**src/rtl/nbody_host_seq.sv**
```systemverilog
// rtl/nbody_host_seq.sv - bus master that loads bodies into the nbody accelerator and streams per-frame positions
`timescale 1ns/1ps
module nbody_host_seq #(
  parameter int BODIES          = 512,
  parameter int DATA_WIDTH      = 64,
  parameter int ADDR_WIDTH      = 16,
  parameter int BODY_ADDR_WIDTH = $clog2(BODIES),
  parameter int READ_LATENCY    = 1,
  parameter int POLL_INTERVAL   = 16,
  parameter int POLL_LIMIT      = 65535
) (
  input  logic                       clk,
  input  logic                       rst,
  input  logic                       start,
  input  logic [BODY_ADDR_WIDTH-1:0] cfg_num_bodies,
  input  logic [DATA_WIDTH-1:0]      cfg_gap,
  input  logic [15:0]                cfg_frames,
  input  logic                       ld_valid,
  output logic                       ld_ready,
  input  logic [DATA_WIDTH-1:0]      ld_data,
  output logic [ADDR_WIDTH-1:0]      m_addr,
  output logic                       m_write,
  output logic                       m_read,
  output logic                       m_chipselect,
  output logic [DATA_WIDTH-1:0]      m_writedata,
  input  logic [DATA_WIDTH-1:0]      m_readdata,
  output logic                       pos_valid,
  input  logic                       pos_ready,
  output logic [DATA_WIDTH-1:0]      pos_x,
  output logic [DATA_WIDTH-1:0]      pos_y,
  output logic [BODY_ADDR_WIDTH-1:0] pos_body,
  output logic                       pos_last,
  output logic                       busy,
  output logic [15:0]                frame_count,
  output logic                       err
);
  localparam int BF = ADDR_WIDTH - 7;
  localparam int WW = $clog2(POLL_INTERVAL + 1);
  localparam int PW = $clog2(POLL_LIMIT + 1);
  localparam int LW = $clog2(READ_LATENCY + 2);
  localparam logic [WW-1:0] WAIT_END = WW'(POLL_INTERVAL - 1);
  localparam logic [PW-1:0] POLL_END = PW'(POLL_LIMIT - 1);
  localparam logic [LW-1:0] LAT_END  = LW'(READ_LATENCY);
  localparam logic [DATA_WIDTH-1:0] D_ONE = {{(DATA_WIDTH-1){1'b0}}, 1'b1};
  localparam logic [BODY_ADDR_WIDTH-1:0] B_ONE = {{(BODY_ADDR_WIDTH-1){1'b0}}, 1'b1};
  localparam logic [BODY_ADDR_WIDTH-1:0] B_ZERO = '0;

  localparam logic [6:0] OP_GO = 7'h00, OP_READ = 7'h01, OP_NBODIES = 7'h02, OP_WRITE_X = 7'h03;
  localparam logic [6:0] OP_GAP = 7'h08, OP_DONE = 7'h40, OP_READ_X = 7'h41, OP_READ_Y = 7'h42;

  typedef enum logic [3:0] {
    S_IDLE, S_CFG_GAP, S_LOAD, S_POLL_WAIT, S_POLL_RD,
    S_RB_X, S_RB_XW, S_RB_YW, S_RB_OUT, S_STOP_RD
  } state_t;

  function automatic logic [ADDR_WIDTH-1:0] f_addr(input logic [6:0] op,
                                                   input logic [BODY_ADDR_WIDTH-1:0] body);
    logic [BF-1:0] b;
    b = '0;
    b[BODY_ADDR_WIDTH-1:0] = body;
    return {op, b};
  endfunction

  state_t                     r_state;
  logic [BODY_ADDR_WIDTH-1:0] r_n, r_idx;
  logic [DATA_WIDTH-1:0]      r_gap;
  logic [15:0]                r_frames, r_fc;
  logic [2:0]                 r_field;
  logic [WW-1:0]              r_wait;
  logic [PW-1:0]              r_polls;
  logic [LW-1:0]              r_lat;
  logic [ADDR_WIDTH-1:0]      r_m_addr;
  logic [DATA_WIDTH-1:0]      r_m_wdata, r_pos_x, r_pos_y;
  logic [BODY_ADDR_WIDTH-1:0] r_pos_body;
  logic r_m_write, r_m_read, r_ld_ready, r_pos_valid, r_pos_last, r_busy, r_err;

  // Load words bypass the registered bus path so each accepted word is written in its own cycle.
  logic                  w_ld_fire;
  logic [ADDR_WIDTH-1:0] w_ld_addr;
  assign w_ld_fire = r_ld_ready & ld_valid;
  assign w_ld_addr = f_addr(OP_WRITE_X + {4'b0, r_field}, r_idx);

  assign ld_ready     = r_ld_ready;
  assign m_write      = r_m_write | w_ld_fire;
  assign m_read       = r_m_read;
  assign m_chipselect = m_write | m_read;
  assign m_addr       = w_ld_fire ? w_ld_addr : r_m_addr;
  assign m_writedata  = w_ld_fire ? ld_data : r_m_wdata;
  assign pos_valid    = r_pos_valid;
  assign pos_x        = r_pos_x;
  assign pos_y        = r_pos_y;
  assign pos_body     = r_pos_body;
  assign pos_last     = r_pos_last;
  assign busy         = r_busy;
  assign frame_count  = r_fc;
  assign err          = r_err;

  always_ff @(posedge clk or posedge rst) begin
    if (rst) begin
      r_state <= S_IDLE;
      r_n <= '0; r_idx <= '0; r_gap <= '0; r_frames <= '0; r_fc <= '0;
      r_field <= '0; r_wait <= '0; r_polls <= '0; r_lat <= '0;
      r_m_addr <= '0; r_m_wdata <= '0; r_m_write <= 1'b0; r_m_read <= 1'b0;
      r_ld_ready <= 1'b0; r_pos_valid <= 1'b0; r_pos_x <= '0; r_pos_y <= '0;
      r_pos_body <= '0; r_pos_last <= 1'b0; r_busy <= 1'b0; r_err <= 1'b0;
    end else begin
      r_m_write <= 1'b0;
      r_m_read  <= 1'b0;
      case (r_state)
        S_IDLE: if (start) begin
          r_n <= cfg_num_bodies; r_gap <= cfg_gap; r_frames <= cfg_frames; r_fc <= '0;
          if (cfg_num_bodies == B_ZERO || cfg_frames == 16'd0) begin
            r_err <= 1'b1;
          end else begin
            r_err <= 1'b0; r_busy <= 1'b1;
            r_m_write <= 1'b1; r_m_addr <= f_addr(OP_NBODIES, B_ZERO);
            r_m_wdata <= {{(DATA_WIDTH-BODY_ADDR_WIDTH){1'b0}}, cfg_num_bodies};
            r_state <= S_CFG_GAP;
          end
        end
        S_CFG_GAP: begin
          r_m_write <= 1'b1; r_m_addr <= f_addr(OP_GAP, B_ZERO); r_m_wdata <= r_gap;
          r_idx <= '0; r_field <= '0;
          r_state <= S_LOAD;
        end
        // First LOAD cycle carries the GAP write, so ld_ready opens one cycle later.
        S_LOAD: if (!r_ld_ready) begin
          r_ld_ready <= 1'b1;
        end else if (w_ld_fire) begin
          if (r_field == 3'd4) begin
            r_field <= '0;
            if (r_idx == r_n - B_ONE) begin
              r_ld_ready <= 1'b0;
              r_m_write <= 1'b1; r_m_addr <= f_addr(OP_GO, B_ZERO); r_m_wdata <= D_ONE;
              r_wait <= '0; r_polls <= '0;
              r_state <= S_POLL_WAIT;
            end else begin
              r_idx <= r_idx + B_ONE;
            end
          end else begin
            r_field <= r_field + 3'd1;
          end
        end
        S_POLL_WAIT: if (r_wait == WAIT_END) begin
          r_m_read <= 1'b1; r_m_addr <= f_addr(OP_DONE, B_ZERO);
          r_lat <= '0; r_state <= S_POLL_RD;
        end else begin
          r_wait <= r_wait + 1'b1;
        end
        S_POLL_RD: if (r_lat == LAT_END) begin
          if (m_readdata[0]) begin
            r_m_write <= 1'b1; r_m_addr <= f_addr(OP_READ, B_ZERO); r_m_wdata <= D_ONE;
            r_idx <= '0; r_state <= S_RB_X;
          end else if (r_polls == POLL_END) begin
            r_err <= 1'b1;
            r_m_write <= 1'b1; r_m_addr <= f_addr(OP_GO, B_ZERO); r_m_wdata <= '0;
            r_state <= S_STOP_RD;
          end else begin
            r_polls <= r_polls + 1'b1; r_wait <= '0; r_state <= S_POLL_WAIT;
          end
        end else begin
          r_lat <= r_lat + 1'b1;
        end
        S_RB_X: begin
          r_m_read <= 1'b1; r_m_addr <= f_addr(OP_READ_X, r_idx);
          r_lat <= '0; r_state <= S_RB_XW;
        end
        S_RB_XW: if (r_lat == LAT_END) begin
          r_pos_x <= m_readdata;
          r_m_read <= 1'b1; r_m_addr <= f_addr(OP_READ_Y, r_idx);
          r_lat <= '0; r_state <= S_RB_YW;
        end else begin
          r_lat <= r_lat + 1'b1;
        end
        S_RB_YW: if (r_lat == LAT_END) begin
          r_pos_y <= m_readdata; r_pos_valid <= 1'b1;
          r_pos_body <= r_idx; r_pos_last <= (r_idx == r_n - B_ONE);
          r_state <= S_RB_OUT;
        end else begin
          r_lat <= r_lat + 1'b1;
        end
        S_RB_OUT: if (pos_ready) begin
          r_pos_valid <= 1'b0;
          r_m_write <= r_pos_last;
          r_m_read  <= ~r_pos_last;
          if (r_pos_last) begin
            r_fc <= r_fc + 16'd1;
            if (r_fc + 16'd1 < r_frames) begin
              r_m_addr <= f_addr(OP_READ, B_ZERO); r_m_wdata <= '0;
              r_wait <= '0; r_polls <= '0; r_state <= S_POLL_WAIT;
            end else begin
              r_m_addr <= f_addr(OP_GO, B_ZERO); r_m_wdata <= '0;
              r_state <= S_STOP_RD;
            end
          end else begin
            r_idx <= r_idx + B_ONE;
            r_m_addr <= f_addr(OP_READ_X, r_idx + B_ONE);
            r_lat <= '0; r_state <= S_RB_XW;
          end
        end
        S_STOP_RD: begin
          r_m_write <= 1'b1; r_m_addr <= f_addr(OP_READ, B_ZERO); r_m_wdata <= '0;
          r_busy <= 1'b0; r_state <= S_IDLE;
        end
        default: r_state <= S_IDLE;
      endcase
    end
  end
endmodule

```
**config.mk**
```make
export PLATFORM = sky130hd
export DESIGN_NAME = nbody_host_seq
export DESIGN_NICKNAME = d
export VERILOG_FILES = /design/src/rtl/nbody_host_seq.sv
export SDC_FILE = /design/constraint.sdc
export NUM_CORES = 1
export LEC_CHECK = 0
export CORE_MARGIN = 5
export CORE_UTILIZATION = 24
export DETAILED_ROUTE_END_ITERATION = 8
export PLACE_DENSITY_LB_ADDON = 0.08
export SKIP_LAST_GASP = 1
export SLEW_MARGIN = 20
export SYNTH_ARGS = -nofsm -noshare
export SYNTH_HDL_FRONTEND = slang
export SYNTH_SLANG_ARGS = --single-unit
```
**constraint.sdc**
```tcl
create_clock -name clk -period 11.7 [get_ports clk]
set_input_delay 2.34 -clock clk [delete_from_list [all_inputs] [get_ports clk]]
set_output_delay 2.34 -clock clk [all_outputs]
set_load 0.005 [all_outputs]
```
==> results.json <==
{
  "grt_max_degree": 171,
  "reg2reg_depth": 15,
  "clk_latency_ns": 0.58,
  "fin_nets": 2208,
  "cts_tree": "built",
  "worstHoldStart": "r_wait[3]",
  "crit_fanout": 65,
  "post_cts_buffers": 0,
  "r2r_slack_ns": 6.81,
  "grt_pass1_wl_um": 86700,
  "crit_path_end_kind": "output port",
  "min_to": "r_wait[3]",
  "die_w_um": 275,
  "grt_antenna_before_repair": 9,
  "synth.distinct_cells": 71,
  "wl_per_cell_um": 19.6,
  "grt.overflow.total": 0,
  "hold_violations": 0,
  "rr_startpoint": "frame_count[0]",
  "worstHoldPathCells": 1,
  "timing_worst_setup_path_type": "input port to output port",
  "ant_nets": 0,
  "yosys_register_bits": 365,
  "syn_inst": 1524,
  "routed_via_density": 4.45,
  "die_area_um2": 75800,
  "r2r_end": "r_polls[1]",
  "required_ns": 9.36,
  "hold_buffers": 0,
  "area_delta_synth_final_pct": 42.0,
  "synth-edff-count": 0,
  "drive_gt1_frac": 0.174,
  "fill_cells": 7120,
  "status": "finished clean",
  "worst_pin_slew_ns": 1.01,
  "fin_crit_ns": 7.01,
  "fmax_mhz": 143,
  "via_count": 13100,
  "synth.area.top_cells": "dfrtp_1 (54%), mux2_2 (16%), nand2_1 (6.6%), a22o_1 (3.6%), o21ai_0 (2.0%)",
  "setup_slack_ns": 4.69,
  "path_clk_slew_ns": 0.06,
  "setup_violations": 0,
  "synth_area_um2": 16900,
  "syn_area_per_cell_um2": 11.1,
  "numPortBuffers": 460,
  "initial_core_util": 0.242,
  "synth_top_area_cell": "dfrtp_1",
  "leakage_nw": 10.5,
  "seqCellArea_um2": 9130,
  "multi_input_area_um2": 7270,
  "ios": 463,
  "period_share": 0.599,
  "rsz0062_at_grt": "no",
  "cts_buffer_depth": 3,
  "cts.sinks": 365,
  "design_area_um2": 24000,
  "relSlewSlack": 0.322,
  "ctsResizeCount": 0,
  "cp.arrival_ns": 4.67,
  "grt_pass1_vias": 13700,
  "finalSetupTns_ns": 0,
  "dp_hpwl_um": 40300,
  "pre_cts_slack_ns": 4.63,
  "final_cell_mix": "clkdlybuf4s50_1 (460), dfrtp_1 (365), nand2_1 (295), mux2_2 (239), a22o_1 (69)",
  "die_y_um": 275,
  "fin_worst_skew_ns": 0.0185,
  "ys_warn_count": 0,
  "routabilityCongestion": 0.746,
  "place_area_um2": 22400,
  "cts_made_buffers": 48,
  "synth_top_cell_area_share": 0.541,
  "layout_commonest_cell": "clkdlybuf4s50_1",
  "drv_cap": 0,
  "dr.pass1.iters": 5,
  "routed_wl_um": 57500,
  "dr.first_iter.drc_count": 560,
  "report.final.slew_viol_count": 0,
  "yosysSeqAreaShare": 0.541,
  "hold_class": "flop to flop",
  "dpl.cell_count": 2848,
  "peakVddDrop_mv": 0.106,
  "coreArea_um2": 69900,
  "critPathLaunchType": "input port",
  "grt_usage": 0.147,
  "htreeDepth": 2,
  "p_per_area_nw_per_um2": 236,
  "rows": 97,
  "cts_root_buf": "clkbuf_16",
  "drc": 0,
  "async_reset_ff_frac": 1.00,
  "ys.flop_type": "dfrtp_1",
  "final_cell_count_no_fill": 2938
}
==> Yosys cell counts (3+ instances only) <==
cell type  number
o31ai_1        14
or4b_1          3
dfrtp_1       365
buf_2          17
a21o_1          6
nand4_1         7
a22o_1         69
and3_1         13
a21boi_0        4
mux2_2        239
nor3_1         18
nand2b_1        7
and2_1          7
a32o_1          6
o211ai_1        3
a2bb2oi_1       3
buf_4           9
a31oi_1        16
nand3_1        27
nand3b_1        3
inv_1          35
a21oi_1        31
nand2_1       296
o21ai_0        68
buf_1           7
o21ai_1         3
nor2_1         67
xnor2_1        12
or2_2           4
nor4_1          7
mux2_1          5
xor2_1         17
clkbuf_1       57
ha_1           27
nor2b_1         4
or3_1           4
==> logic make-up after synthesis <==
family	Yosys count	synth area share
AND/OR/NAND/NOR	480	0.124
flip-flops	365	0.541
AO/OA/AOI/OAI	250	0.104
multiplexers	246	0.164
buffers and inverters	126	0.0317
XOR/XNOR	29	0.0150
adder cells (fa/ha/maj)	27	0.0200
other	1	0.000222
==> flip-flops by register name, indices dropped and copies added (netlist names), 3 cells and up <==
name         cells
r_field          3
pos_body         9
r_idx            9
frame_count     16
r_gap           64
r_frames        16
r_m_addr        13
r_state          4
r_m_wdata       64
r_wait           5
r_n              9
pos_y           64
pos_x           64
r_polls         16
==> area by class of cell <==
type	count	share of cell area
diodes	3	0.000313
clock buffers	76	0.0595
clock inverters	10	0.00376
inverters	35	0.00563
multi-input cells	1034	0.303
flip-flops and latches	365	0.381
well taps	940	0.0490
repair buffers	475	0.198
==> worst max path at each step <==
stage | startpoint | cells past startpoint | slack [ns] | endpoint
final | ld_valid | 6 | 4.69 | m_writedata[59]
after global routing | ld_valid | 6 | 4.49 | m_writedata[56]
after CTS | ld_valid | 6 | 4.63 | m_writedata[56]
after detailed placement | ld_valid | 6 | 4.63 | m_writedata[56]
after global placement | ld_valid | 6 | 4.64 | m_writedata[56]
after floorplan | rst | 1 | 4.46 | busy
==> metal layers <==
layer,track usage,vias up,share of wire
li1,-,6229,-
met1,0.193,6396,0.44
met2,0.230,338,0.46
met3,0.0535,86,0.080
met4,0.0362,12,0.023
met5,0,-,0.0012
==> power breakdown <==
part,total (mW),leakage [nW],internal (mW),switching (mW)
Clock,1.42,0.750,0.853,0.571
Combinational,2.14,5.16,1.20,0.936
Sequential,2.09,4.58,1.77,0.327
Total,5.66,10.5,3.82,1.83
==> through the flow <==
| stage | hold WS [ns] | utilization | total power, mW |
|---|---|---|---|
| floorplan | 0.441 | - | 3.21 |
| global placement | 0.467 | 0.321 | 4.26 |
| detailed placement | 0.475 | 0.321 | 4.29 |
| CTS | 0.485 | 0.343 | 5.79 |
| global route | 0.497 | 0.343 | 6.06 |
| finish | 0.479 | 0.343 | 5.66 |
==> critical path: stages <==
cell	delay [ns]
clkdlybuf4s50_1	0.52
and2_2	0.40
buf_4	0.59
nand2_1	0.18
nand2_1	0.10
clkdlybuf4s50_1	0.50
(Power assumes the default switching activity.)
